File: config.mk
export PLATFORM = sky130hd
export DESIGN_NAME = line_draw_engine
export DESIGN_NICKNAME = d
export VERILOG_FILES = /design/src/rtl/line_draw_pkg.sv /design/src/rtl/line_octant_norm.sv /design/src/rtl/line_draw_engine.sv
export SDC_FILE = /design/constraint.sdc
export NUM_CORES = 1
export LEC_CHECK = 0
export CORE_ASPECT_RATIO = 0.8
export CORE_MARGIN = 10
export CORE_UTILIZATION = 66
export DETAILED_ROUTE_END_ITERATION = 16
export PLACE_DENSITY = 0.95
export SLEW_MARGIN = 20
export SYNTH_ARGS = -nofsm -noshare
export SYNTH_HDL_FRONTEND = slang
export SYNTH_HIERARCHICAL = 1
export SYNTH_SLANG_ARGS = --single-unit
File: constraint.sdc
create_clock -name clk -period 17.8 [get_ports clk]
set_clock_uncertainty 0.2 [all_clocks]
set_input_delay 2.67 -clock clk [delete_from_list [all_inputs] [get_ports clk]]
set_output_delay 2.67 -clock clk [all_outputs]
set_load 0.02 [all_outputs]
File: src/rtl/line_draw_pkg.sv
// Shared definitions for the line drawing engine: default geometry,
// FSM state encodings and the internal coordinate width derivation.
package line_draw_pkg;

  // Default screen geometry: 320x240 pixels with 3-bit colour.
  localparam int DEF_XW = 9;
  localparam int DEF_YW = 8;
  localparam int DEF_CW = 3;

  // FSM state encodings.
  localparam logic [1:0] IDLE_ENC  = 2'd0;
  localparam logic [1:0] SETUP_ENC = 2'd1;
  localparam logic [1:0] DRAW_ENC  = 2'd2;
  localparam logic [1:0] DONE_ENC  = 2'd3;

  typedef enum logic [1:0] {
    IDLE  = IDLE_ENC,
    SETUP = SETUP_ENC,
    DRAW  = DRAW_ENC,
    DONE  = DONE_ENC
  } state_t;

  // Internal coordinate width: wide enough for either axis to act as major.
  function automatic int coord_width(input int xw, input int yw);
    return (xw > yw) ? xw : yw;
  endfunction

endpackage

File: src/rtl/line_octant_norm.sv
// Combinational octant normalisation: maps arbitrary endpoints onto a
// major axis that always steps +1, plus the minor-axis delta and direction.
module line_octant_norm
  import line_draw_pkg::*;
#(
  parameter int XW = DEF_XW,
  parameter int YW = DEF_YW,
  parameter int W  = coord_width(XW, YW)
) (
  input  logic [XW-1:0] x0,
  input  logic [XW-1:0] x1,
  input  logic [YW-1:0] y0,
  input  logic [YW-1:0] y1,
  output logic          steep,
  output logic [W-1:0]  a0,
  output logic [W-1:0]  a1,
  output logic [W-1:0]  b0,
  output logic [W-1:0]  da,
  output logic [W-1:0]  db,
  output logic          bstep   // 1: minor axis steps +1, 0: steps -1
);

  logic [W-1:0] xs0, xs1, ys0, ys1;
  logic [W-1:0] adx, ady;
  logic [W-1:0] pa0, pa1, pb0, pb1;
  logic [W-1:0] b1_s;

  // Pick the major axis, order endpoints by ascending major coordinate.
  // NOTE: every output of this always_comb is assigned on every path,
  // otherwise synthesis would infer a latch to hold the old value.
  always_comb begin
    xs0 = W'(x0);
    xs1 = W'(x1);
    ys0 = W'(y0);
    ys1 = W'(y1);

    adx   = (xs1 >= xs0) ? (xs1 - xs0) : (xs0 - xs1);
    ady   = (ys1 >= ys0) ? (ys1 - ys0) : (ys0 - ys1);
    steep = (ady > adx);

    pa0 = steep ? ys0 : xs0;
    pa1 = steep ? ys1 : xs1;
    pb0 = steep ? xs0 : ys0;
    pb1 = steep ? xs1 : ys1;

    if (pa0 > pa1) begin
      a0   = pa1;
      a1   = pa0;
      b0   = pb1;
      b1_s = pb0;
    end else begin
      a0   = pa0;
      a1   = pa1;
      b0   = pb0;
      b1_s = pb1;
    end

    da    = a1 - a0;
    bstep = (b0 <= b1_s);
    db    = bstep ? (b1_s - b0) : (b0 - b1_s);
  end

endmodule

File: src/rtl/line_draw_engine.sv
// Bresenham line engine: latches a line command, normalises it to a single
// octant, then streams one pixel per accepted transfer over valid/ready.
module line_draw_engine
  import line_draw_pkg::*;
#(
  parameter int XW = DEF_XW,
  parameter int YW = DEF_YW,
  parameter int CW = DEF_CW
) (
  input  logic          clk,
  input  logic          resetn,
  input  logic          start,
  input  logic          abort,
  input  logic [XW-1:0] x0,
  input  logic [XW-1:0] x1,
  input  logic [YW-1:0] y0,
  input  logic [YW-1:0] y1,
  input  logic [CW-1:0] color,
  output logic          busy,
  output logic          done,
  output logic          plot_valid,
  input  logic          plot_ready,
  output logic [XW-1:0] plot_x,
  output logic [YW-1:0] plot_y,
  output logic [CW-1:0] plot_color
);

  localparam int W  = coord_width(XW, YW);
  localparam int EW = W + 2;   // signed error term with headroom

  state_t state_q, state_d;

  // Command latched in IDLE; the normaliser works from these during SETUP.
  logic [XW-1:0] ex0_q, ex1_q;
  logic [YW-1:0] ey0_q, ey1_q;
  logic [CW-1:0] color_q;

  // Normalised line, registered at the end of SETUP.
  logic                 n_steep, n_bstep;
  logic [W-1:0]         n_a0, n_a1, n_b0, n_da, n_db;
  logic                 steep_q, bstep_q;
  logic [W-1:0]         a_q, a1_q, b_q, da_q, db_q;
  logic signed [EW-1:0] err_q, err_sum;

  logic xfer;
  logic last_pixel;

  line_octant_norm #(
    .XW (XW),
    .YW (YW),
    .W  (W)
  ) u_norm (
    .x0    (ex0_q),
    .x1    (ex1_q),
    .y0    (ey0_q),
    .y1    (ey1_q),
    .steep (n_steep),
    .a0    (n_a0),
    .a1    (n_a1),
    .b0    (n_b0),
    .da    (n_da),
    .db    (n_db),
    .bstep (n_bstep)
  );

  assign plot_valid = (state_q == DRAW);
  assign busy       = (state_q != IDLE);
  assign done       = (state_q == DONE);
  assign plot_x     = steep_q ? b_q[XW-1:0] : a_q[XW-1:0];
  assign plot_y     = steep_q ? a_q[YW-1:0] : b_q[YW-1:0];
  assign plot_color = color_q;

  assign xfer       = plot_valid && plot_ready;
  assign last_pixel = (a_q == a1_q);
  assign err_sum    = err_q + $signed({2'b00, db_q});

  // State register.
  // NOTE: sequential state uses non-blocking assignments so every register
  // samples its inputs at the same edge regardless of statement order.
  always_ff @(posedge clk or negedge resetn) begin
    if (!resetn) state_q <= IDLE;
    else         state_q <= state_d;
  end

  // Next-state decode; abort wins over start and over the last transfer.
  always_comb begin
    state_d = state_q;
    unique case (state_q)
      IDLE:    if (start && !abort) state_d = SETUP;
      SETUP:   state_d = abort ? IDLE : DRAW;
      DRAW: begin
        if (abort)                   state_d = IDLE;
        else if (xfer && last_pixel) state_d = DONE;
      end
      DONE:    state_d = IDLE;
      default: state_d = IDLE;
    endcase
  end

  // Command latch, octant setup and the per-transfer Bresenham step.
  // NOTE: every datapath register is cleared by reset so the outputs read
  // zero immediately, not only once the FSM leaves IDLE.
  always_ff @(posedge clk or negedge resetn) begin
    if (!resetn) begin
      ex0_q   <= '0;
      ex1_q   <= '0;
      ey0_q   <= '0;
      ey1_q   <= '0;
      color_q <= '0;
      steep_q <= 1'b0;
      bstep_q <= 1'b0;
      a_q     <= '0;
      a1_q    <= '0;
      b_q     <= '0;
      da_q    <= '0;
      db_q    <= '0;
      err_q   <= '0;
    end else begin
      unique case (state_q)
        IDLE: begin
          if (start && !abort) begin
            ex0_q   <= x0;
            ex1_q   <= x1;
            ey0_q   <= y0;
            ey1_q   <= y1;
            color_q <= color;
          end
        end
        SETUP: begin
          steep_q <= n_steep;
          bstep_q <= n_bstep;
          a_q     <= n_a0;
          a1_q    <= n_a1;
          b_q     <= n_b0;
          da_q    <= n_da;
          db_q    <= n_db;
          err_q   <= -$signed({2'b00, n_da >> 1});
        end
        DRAW: begin
          // A stalled pixel leaves every register untouched.
          if (xfer && !last_pixel) begin
            if (!err_sum[EW-1]) begin
              b_q   <= bstep_q ? (b_q + W'(1)) : (b_q - W'(1));
              err_q <= err_sum - $signed({2'b00, da_q});
            end else begin
              err_q <= err_sum;
            end
            a_q <= a_q + W'(1);
          end
        end
        default: ;
      endcase
    end
  end

endmodule

==> results.py, run 1 <==
metrics = {
    "outcome": {
        "status": "completed",
    },
    "setup_path": {
        "crit_buf_inv": 5,
        "critical-path-top-delay-family": "compound AO/OA/AOI/OAI gates",
        "cp_common_cell": "o21ai_0",
        "worstSetupStartpointType": "flip-flop",
        "cp_max_fo": 59,
        "crit_required_ns": 17.85,
        "crit_slowest_cell": "a21oi_1",
        "crit_type": "reg -> reg",
        "arrival_ns": 13.28,
        "worst_path_largest_cell_delay_ns": 0.88,
        "worstSetupEndpointType": "flip-flop",
    },
    "floorplan": {
        "core_area_mm2": 0.01449,
        "io_pins": 65,
        "die_height_um": 129.7,
        "die_x_um": 157.1,
        "die_area_mm2": 0.02037,
        "start_util": 0.6845,
        "rows": 39,
    },
    "global_route": {
        "antenna_found_initial": 0,
        "grt_max_degree": 64,
        "grt_use_total": 0.2809,
        "grt_overflow": 0,
        "grt_pass1_wl_um": 45800,
        "grt_pass1_vias": 8637,
    },
    "timing": {
        "timing.fmax_mhz": 75.55,
        "finalSetupViolCount": 0,
        "fin_crit_sh": 0.7436,
        "fin_tns_setup_ns": 0,
        "min_period_ns": 13.24,
        "worst_pin_slew_ns": 1.140,
        "max_slew_margin": 0.2400,
        "rsz0062_at_grt": "false",
        "hold_violations": 0,
        "maxSlewViolCount": 0,
    },
    "synthesis": {
        "syn_area_mm2": 0.009921,
        "synth_cell_type_count": 90,
        "synth_edf_count": 0,
        "yosys_warnings": 6,
        "ys_async_sr_fraction": 1.000,
        "synth_cells": 1169,
        "syn_nets": 1318,
        "ys_ff_latch": 97,
        "avgSynthCellArea_um2": 8.487,
        "synth-main-ff-cell": "dfrtp_1",
        "synth-seq-area-share": 0.2447,
    },
    "drt": {
        "dr.pass1.iters": 7,
        "drc": 0,
        "wirelength_um": 28810,
        "wire_per_inst_um": 20.72,
        "vias": 9202,
        "drt_iter0_markers": 1401,
        "via_per_inst": 6.620,
        "drtAntennaViolNets": 0,
    },
    "worst_hold_path": {
        "holdCritPathClass": "reg -> reg",
    },
    "cells_and_area": {
        "drive_gt1_frac": 0.1136,
        "area_growth_pct": 9.812,
        "final_cell_mix": "nand2_1, nor2_1, ha_1",
        "diodes": 0,
        "fillers": 993,
        "finalNetCount": 1350,
        "mostFrequentLayoutCell": "nand2_1",
        "regArea_mm2": 0.002427,
        "multiInputGateArea_mm2": 0.006892,
    },
    "clocking": {
        "path_clk_slew_ns": 0.08,
        "root_buffer": "clkbuf_16",
        "cts.repair.resized": 0,
        "clkSinkCount": 97,
        "max-clock-path-buffers": 2,
        "cts_buffers": 9,
        "h-tree-depth": 3,
        "hold_buffers": 0,
        "cts_tree": "done",
        "postCtsSetupRepairBufs": 0,
        "clk_latency_ns": 0.37,
    },
    "placed_design": {
        "portBuffers": 64,
        "place_hpwl_um": 21980,
        "gp_congestion": 1.038,
    },
    "job": {
        "cap_violations": 0,
    },
}
registers in the layout (all words and copies together) (netlist names):
signal / cells
ey1_q: 8
bstep_q: 1
a_q: 9
b_q: 9
ex1_q: 9
da_q: 9
ex0_q: 9
err_q: 11
steep_q: 1
a1_q: 9
db_q: 9
plot_color: 3
state_q: 2
ey0_q: 8
layer usage:
layer,vias up,GRT usage,part of all wire
li1,4212,-,-
met1,4334,0.3889,0.43
met2,591,0.4190,0.42
met3,65,0.07440,0.12
met4,0,0.09111,0.026
met5,-,0,0
cell type report:
cell class | instances | area share
multi-input cells | 928 | 0.6326
repair buffers | 69 | 0.06202
well taps | 184 | 0.02113
clock inverters | 7 | 0.007695
flip-flops and latches | 97 | 0.2228
inverters | 96 | 0.03308
clock buffers | 9 | 0.02067
cell families (layout without fill, tap and decap cells):
| kind of cell | count (synthesis) | count (layout) | share of synthesized area |
|---|---|---|---|
| simple gates | 321 | 321 | 0.1529 |
| compound gates | 306 | 306 | 0.2004 |
| buf+inv | 144 | 181 | 0.06117 |
| mux | 132 | 132 | 0.1442 |
| fa+ha+maj | 109 | 109 | 0.1438 |
| flops | 97 | 97 | 0.2447 |
| xor+xnor | 60 | 60 | 0.05297 |
path summary, 6_finish.rpt:
check	start	end	cells past startpoint	slack, ns
setup / recovery	ey0_q[1]	db_q[8]	44	4.56
hold / removal	plot_color[1]	plot_color[1]	1	0.32
setup reg to reg	ey0_q[1]	db_q[8]	44	4.56
hold reg to reg	plot_color[1]	plot_color[1]	1	0.32
max in group asynchronous	resetn	b_q[7]	2	14.15
min in group asynchronous	resetn	ex1_q[1]	1	2.06
Yosys cell counts, types with 6 or more instances:
cell / n / area share
o21bai_1: 6 / 0.0045
inv_1: 95 / 0.036
fa_1: 9 / 0.018
a211oi_1: 11 / 0.0083
xnor2_1: 42 / 0.037
o21ai_0: 66 / 0.033
a21oi_1: 94 / 0.047
nand3_1: 25 / 0.013
nand2_1: 107 / 0.040
nor4_1: 6 / 0.0038
o22ai_1: 11 / 0.0069
dfrtp_1: 97 / 0.24
a21o_1: 14 / 0.011
nor2_1: 100 / 0.038
o21ai_1: 21 / 0.011
a31oi_1: 12 / 0.0076
xor2_1: 18 / 0.016
ha_1: 98 / 0.12
clkbuf_1: 32 / 0.012
nor3_1: 15 / 0.0076
nor2b_1: 15 / 0.0095
buf_2: 6 / 0.0030
o21a_1: 6 / 0.0045
nand4_1: 6 / 0.0038
and3_1: 8 / 0.0050
mux2_2: 82 / 0.093
mux2i_1: 48 / 0.048
stage by stage:
| stage | hold slack (ns) | instance area [um^2] | cells | utilization | setup slack [ns] |
|---|---|---|---|---|---|
| 6_report | 0.3209 | 10890 | 1390 | 0.7517 | 4.564 |
| 5_1_grt | 0.3471 | 10890 | 1390 | 0.7517 | 3.704 |
| 4_1_cts | 0.3200 | 10890 | 1390 | 0.7517 | 5.007 |
| 3_5_place_dp | 0.3029 | 10590 | 1374 | 0.7304 | 5.089 |
| 3_3_place_gp | 0.2875 | 10590 | 1374 | 0.7304 | 5.469 |
| 2_1_floorplan | 0.2848 | 9921 | 1169 | - | 7.328 |
Power of run 1 is not shown: default switching activity piles up to over one toggle a cycle in this logic, so the estimate is an artifact.
==> run 2: changes to the inputs <==
--- a/config.mk
+++ b/config.mk
@@ -7,9 +7,9 @@
 export LEC_CHECK = 0
 export CORE_ASPECT_RATIO = 0.8
 export CORE_MARGIN = 10
-export CORE_UTILIZATION = 66
+export CORE_UTILIZATION = 61
 export DETAILED_ROUTE_END_ITERATION = 16
-export PLACE_DENSITY = 0.95
+export PLACE_DENSITY = 0.89
 export SLEW_MARGIN = 20
 export SYNTH_ARGS = -nofsm -noshare
 export SYNTH_HDL_FRONTEND = slang
==> constraint.sdc (replaced) <==
create_clock -name clk -period 13.5 [get_ports clk]
set_clock_uncertainty 0.2 [all_clocks]
set_input_delay 2.025 -clock clk [delete_from_list [all_inputs] [get_ports clk]]
set_output_delay 2.025 -clock clk [all_outputs]
set_load 0.02 [all_outputs]
==> results.py, run 2 (synthesis gave the netlist of run 1 again) <==
metrics = {
    "setup_path": {
        "crit_type": "reg -> reg",
        "worstSetupStartpointType": "flip-flop",
        "worstSetupEndpointType": "flip-flop",
        "cp_common_cell": "o21ai_0",
        "crit_slowest_cell": "inv_2",
        "worst_path_largest_cell_delay_ns": 0.71,
        "cp_max_fo": 64,
        "crit_required_ns": 13.56,
        "arrival_ns": 12.47,
    },
    "cells_and_area": {
        "area_growth_pct": 10.19,
        "final_cell_mix": "nand2_1, nor2_1, ha_1",
        "multiInputGateArea_mm2": 0.006917,
        "finalNetCount": 1350,
        "fillers": 1240,
        "regArea_mm2": 0.002427,
        "drive_gt1_frac": 0.1144,
        "regMostFlops": "err_q",
        "largest_reg_flops": 11,
        "diodes": 0,
        "mostFrequentLayoutCell": "nand2_1",
        "fin_cells": 1421,
    },
    "floorplan": {
        "die_height_um": 134.1,
        "core_area_mm2": 0.01585,
        "die_area_mm2": 0.02180,
        "io_pins": 65,
        "start_util": 0.6259,
        "rows": 41,
        "die_x_um": 162.6,
    },
    "drt": {
        "wirelength_um": 28800,
        "vias": 9117,
        "drc": 0,
        "via_per_inst": 6.416,
        "dr.pass1.iters": 8,
        "wire_per_inst_um": 20.27,
        "drt_iter0_markers": 1356,
        "drtAntennaViolNets": 0,
    },
    "timing": {
        "timing.fmax_mhz": 80.60,
        "maxSlewViolCount": 0,
        "worst_pin_slew_ns": 1.143,
        "fin_tns_setup_ns": 0,
        "rsz0062_at_grt": "false",
        "fin_crit_sh": 0.9191,
        "min_period_ns": 12.41,
        "timing.hold.ws_ns": 0.3136,
        "postLayoutSetupSlackWorst_ns": 1.092,
        "max_slew_margin": 0.2334,
        "finalSetupViolCount": 0,
        "hold_violations": 0,
    },
    "clocking": {
        "hold_buffers": 0,
        "clkSinkCount": 97,
        "max-clock-path-buffers": 2,
        "cts_tree": "done",
        "cts_buffers": 9,
        "path_clk_slew_ns": 0.08,
        "clk_latency_ns": 0.37,
        "h-tree-depth": 3,
        "root_buffer": "clkbuf_16",
    },
    "global_route": {
        "grt_use_total": 0.2568,
        "grt_max_degree": 69,
        "grt_overflow": 0,
        "grt_pass1_vias": 8552,
        "grt_pass1_wl_um": 45280,
        "antenna_found_initial": 0,
    },
    "outcome": {
        "status": "completed",
    },
    "placed_design": {
        "portBuffers": 64,
        "place_hpwl_um": 22170,
        "dp.cells": 1404,
        "gp_congestion": 1.001,
        "pre_cts_ws_ns": 0.5587,
    },
    "job": {
        "cap_violations": 0,
    },
    "worst_hold_path": {
        "holdCritPathClass": "reg -> reg",
    },
}
[run 2: area by class of cell]
class	count	share of cell area
clock inverters	4	0.003090
inverters	96	0.03296
repair buffers	68	0.06112
well taps	215	0.02461
clock buffers	12	0.02346
flip-flops and latches	97	0.2220
multi-input cells	929	0.6327
[run 2: routing by layer]
layer | GRT usage | share of wire | up-vias
li1 | - | - | 4216
met1 | 0.3475 | 0.43 | 4315
met2 | 0.3799 | 0.42 | 520
met3 | 0.08471 | 0.12 | 66
met4 | 0.07650 | 0.025 | 0
met5 | 0 | 0 | -
[run 2: final timing paths]
path | from | endpoint | slack, ns | depth (start not counted)
min in group asynchronous | resetn | ey0_q[0] | 1.38 | 1
max in group asynchronous | resetn | plot_color[2] | 10.50 | 2
min reg2reg | plot_color[1] | plot_color[1] | 0.31 | 1
min | plot_color[1] | plot_color[1] | 0.31 | 1
max reg2reg | ey0_q[1] | db_q[8] | 1.09 | 42
max | ey0_q[1] | db_q[8] | 1.09 | 42
[run 2: critical path: cells and delay by family (launching register included)]
family | cells | cell delay, ns
buffers and inverters | 3 | 1.02
AOI/OAI and AO/OA | 25 | 6.54
muxes | 4 | 1.46
adders and majority gates | 4 | 1.38
and+or+nand+nor | 4 | 0.96
DFF | 1 | 0.53
xor gates and xnor gates | 2 | 0.19
[run 2: metrics by stage]
| stage | util | instance area [um^2] |
|---|---|---|
| 6_report | 0.6896 | 10930 |
| 5_1_grt | 0.6896 | 10930 |
| 4_1_cts | 0.6881 | 10910 |
| 3_5_place_dp | 0.6697 | 10620 |
| 3_3_place_gp | 0.6697 | 10620 |
| 2_1_floorplan | - | 9921 |
[run 2: repair_timing]
| item | CTS | global route |
|---|---|---|
| gates resized for setup | 0 | 2 |
| setup endpoints to repair | 0 | 5 |
| buffers inserted | 0 | 0 |
Power of run 2 is left out for the same reason.
==> run 3: changes to the inputs <==
--- a/config.mk
+++ b/config.mk
@@ -5,6 +5,7 @@
 export SDC_FILE = /design/constraint.sdc
 export NUM_CORES = 1
 export LEC_CHECK = 0
+export CAP_MARGIN = 20
 export CORE_ASPECT_RATIO = 0.8
 export CORE_MARGIN = 10
 export CORE_UTILIZATION = 61
==> results.py, run 3 (synthesis gave the netlist of run 1 again) <==
metrics = {
    "placed_design": {
        "dp.cells": 1404,
        "portBuffers": 64,
        "gp_congestion": 1.001,
        "place_hpwl_um": 22170,
    },
    "setup_path": {
        "crit_path_end": "db_q[8]",
        "crit_slowest_cell": "o21ai_1",
        "arrival_ns": 12.37,
        "regToRegStartpoint": "ey0_q[1]",
        "reg2reg_slack_ns": 1.19,
        "crit_start": "ey0_q[1]",
        "r2r-end": "db_q[8]",
        "crit_required_ns": 13.57,
        "cp_max_fo": 64,
        "worst_path_largest_cell_delay_ns": 0.70,
        "cp_common_cell": "o21ai_0",
        "worstSetupEndpointType": "flip-flop",
        "r2r_cells": 42,
        "crit_type": "reg -> reg",
        "worstSetupStartpointType": "flip-flop",
    },
    "outcome": {
        "status": "completed",
    },
    "drt": {
        "dr.pass1.iters": 7,
        "via_per_inst": 6.435,
        "wirelength_um": 28900,
        "drtAntennaViolNets": 0,
        "wire_per_inst_um": 20.32,
        "drt_iter0_markers": 1357,
        "drc": 0,
        "vias": 9150,
    },
    "clocking": {
        "postCtsSetupRepairBufs": 0,
        "cts.repair.resized": 0,
        "path_clk_slew_ns": 0.08,
        "max-clock-path-buffers": 2,
        "root_buffer": "clkbuf_16",
        "hold_buffers": 0,
        "clkSinkCount": 97,
        "clk_latency_ns": 0.37,
        "h-tree-depth": 3,
        "cts_buffers": 9,
        "cts_tree": "done",
    },
    "worst_hold_path": {
        "worstHoldStart": "plot_color[0]",
        "holdCritPathClass": "reg -> reg",
    },
    "timing": {
        "min_period_ns": 12.31,
        "hold_violations": 0,
        "worst_pin_slew_ns": 1.131,
        "max_slew_margin": 0.2414,
        "timing.fmax_mhz": 81.26,
        "fin_crit_sh": 0.9116,
        "rsz0062_at_grt": "false",
        "fin_tns_setup_ns": 0,
        "finalSetupViolCount": 0,
        "maxSlewViolCount": 0,
    },
    "floorplan": {
        "io_pins": 65,
        "die_area_mm2": 0.02180,
        "core_area_mm2": 0.01585,
        "die_x_um": 162.6,
        "rows": 41,
        "start_util": 0.6259,
        "die_height_um": 134.1,
    },
    "cells_and_area": {
        "fin_cells": 1422,
        "largest_reg_flops": 11,
        "finalNetCount": 1351,
        "fin_util": 0.6914,
        "regMostFlops": "err_q",
        "drive_gt1_frac": 0.1152,
        "mostFrequentLayoutCell": "nand2_1",
        "fillers": 1236,
        "final_cell_mix": "nand2_1, nor2_1, ha_1",
        "area_growth_pct": 10.47,
        "diodes": 0,
    },
    "global_route": {
        "grt_overflow": 0,
        "grt_use_total": 0.2568,
        "grt_pass1_vias": 8552,
        "grt_max_degree": 69,
        "antenna_found_initial": 0,
        "grt_pass1_wl_um": 45280,
    },
    "job": {
        "cap_violations": 0,
    },
}
## run 3: cell count changes in the layout (fill, tap and decap cells not counted)
cell / previous run / this run
buf_16: 0 / 1
## run 3: metrics by stage
stage | setup WS (ns) | area (um^2) | hold slack (ns)
after global placement | 1.064 | 10620 | 0.2871
after global routing | 0.2762 | 10960 | 0.3216
after CTS | 0.5576 | 10910 | 0.3145
after floorplan | 3.028 | 9921 | 0.2848
final | 1.194 | 10960 | 0.3137
after detailed placement | 0.5587 | 10620 | 0.2969
## run 3: routing by layer
metal	global-route usage	vias up	wire length [um]
li1	-	4217	-
met1	0.3475	4330	12390
met2	0.3799	534	12260
met3	0.08471	69	3550
met4	0.07650	0	696
met5	0	-	0
## run 3: worst min path at each step
stage | slack, ns | endpoint | cells after the start
5_1_grt | 0.32 | plot_color[1] | 1
3_3_place_gp | 0.29 | plot_color[2] | 1
3_5_place_dp | 0.30 | plot_color[0] | 1
6_report | 0.31 | plot_color[0] | 1
4_1_cts | 0.31 | plot_color[1] | 1
2_1_floorplan | 0.28 | err_q[4] | 1
## run 3: critical path, delay by kind of cell, from the launching register on
kind / cells / cell delay (ns)
buffers and inverters: 3 / 0.86
adder cells (fa/ha/maj): 4 / 1.44
AO/OA/AOI/OAI: 25 / 6.52
XOR/XNOR: 2 / 0.19
AND/OR/NAND/NOR: 4 / 1.01
flip-flops: 1 / 0.52
multiplexers: 4 / 1.44
## run 3: layout make-up
| type | count | area, um^2 | share of cell area |
|---|---|---|---|
| Sequential cell | 97 | 2427 | 0.2215 |
| Clock inverter | 4 | 33.78 | 0.003083 |
| Tap cell | 215 | 269.0 | 0.02455 |
| Inverter | 96 | 360.3 | 0.03288 |
| Multi-Input combinational cell | 929 | 6917 | 0.6311 |
| Timing Repair Buffer | 69 | 695.7 | 0.06348 |
| Clock buffer | 12 | 256.5 | 0.02340 |
Power of run 3 is left out for the same reason.
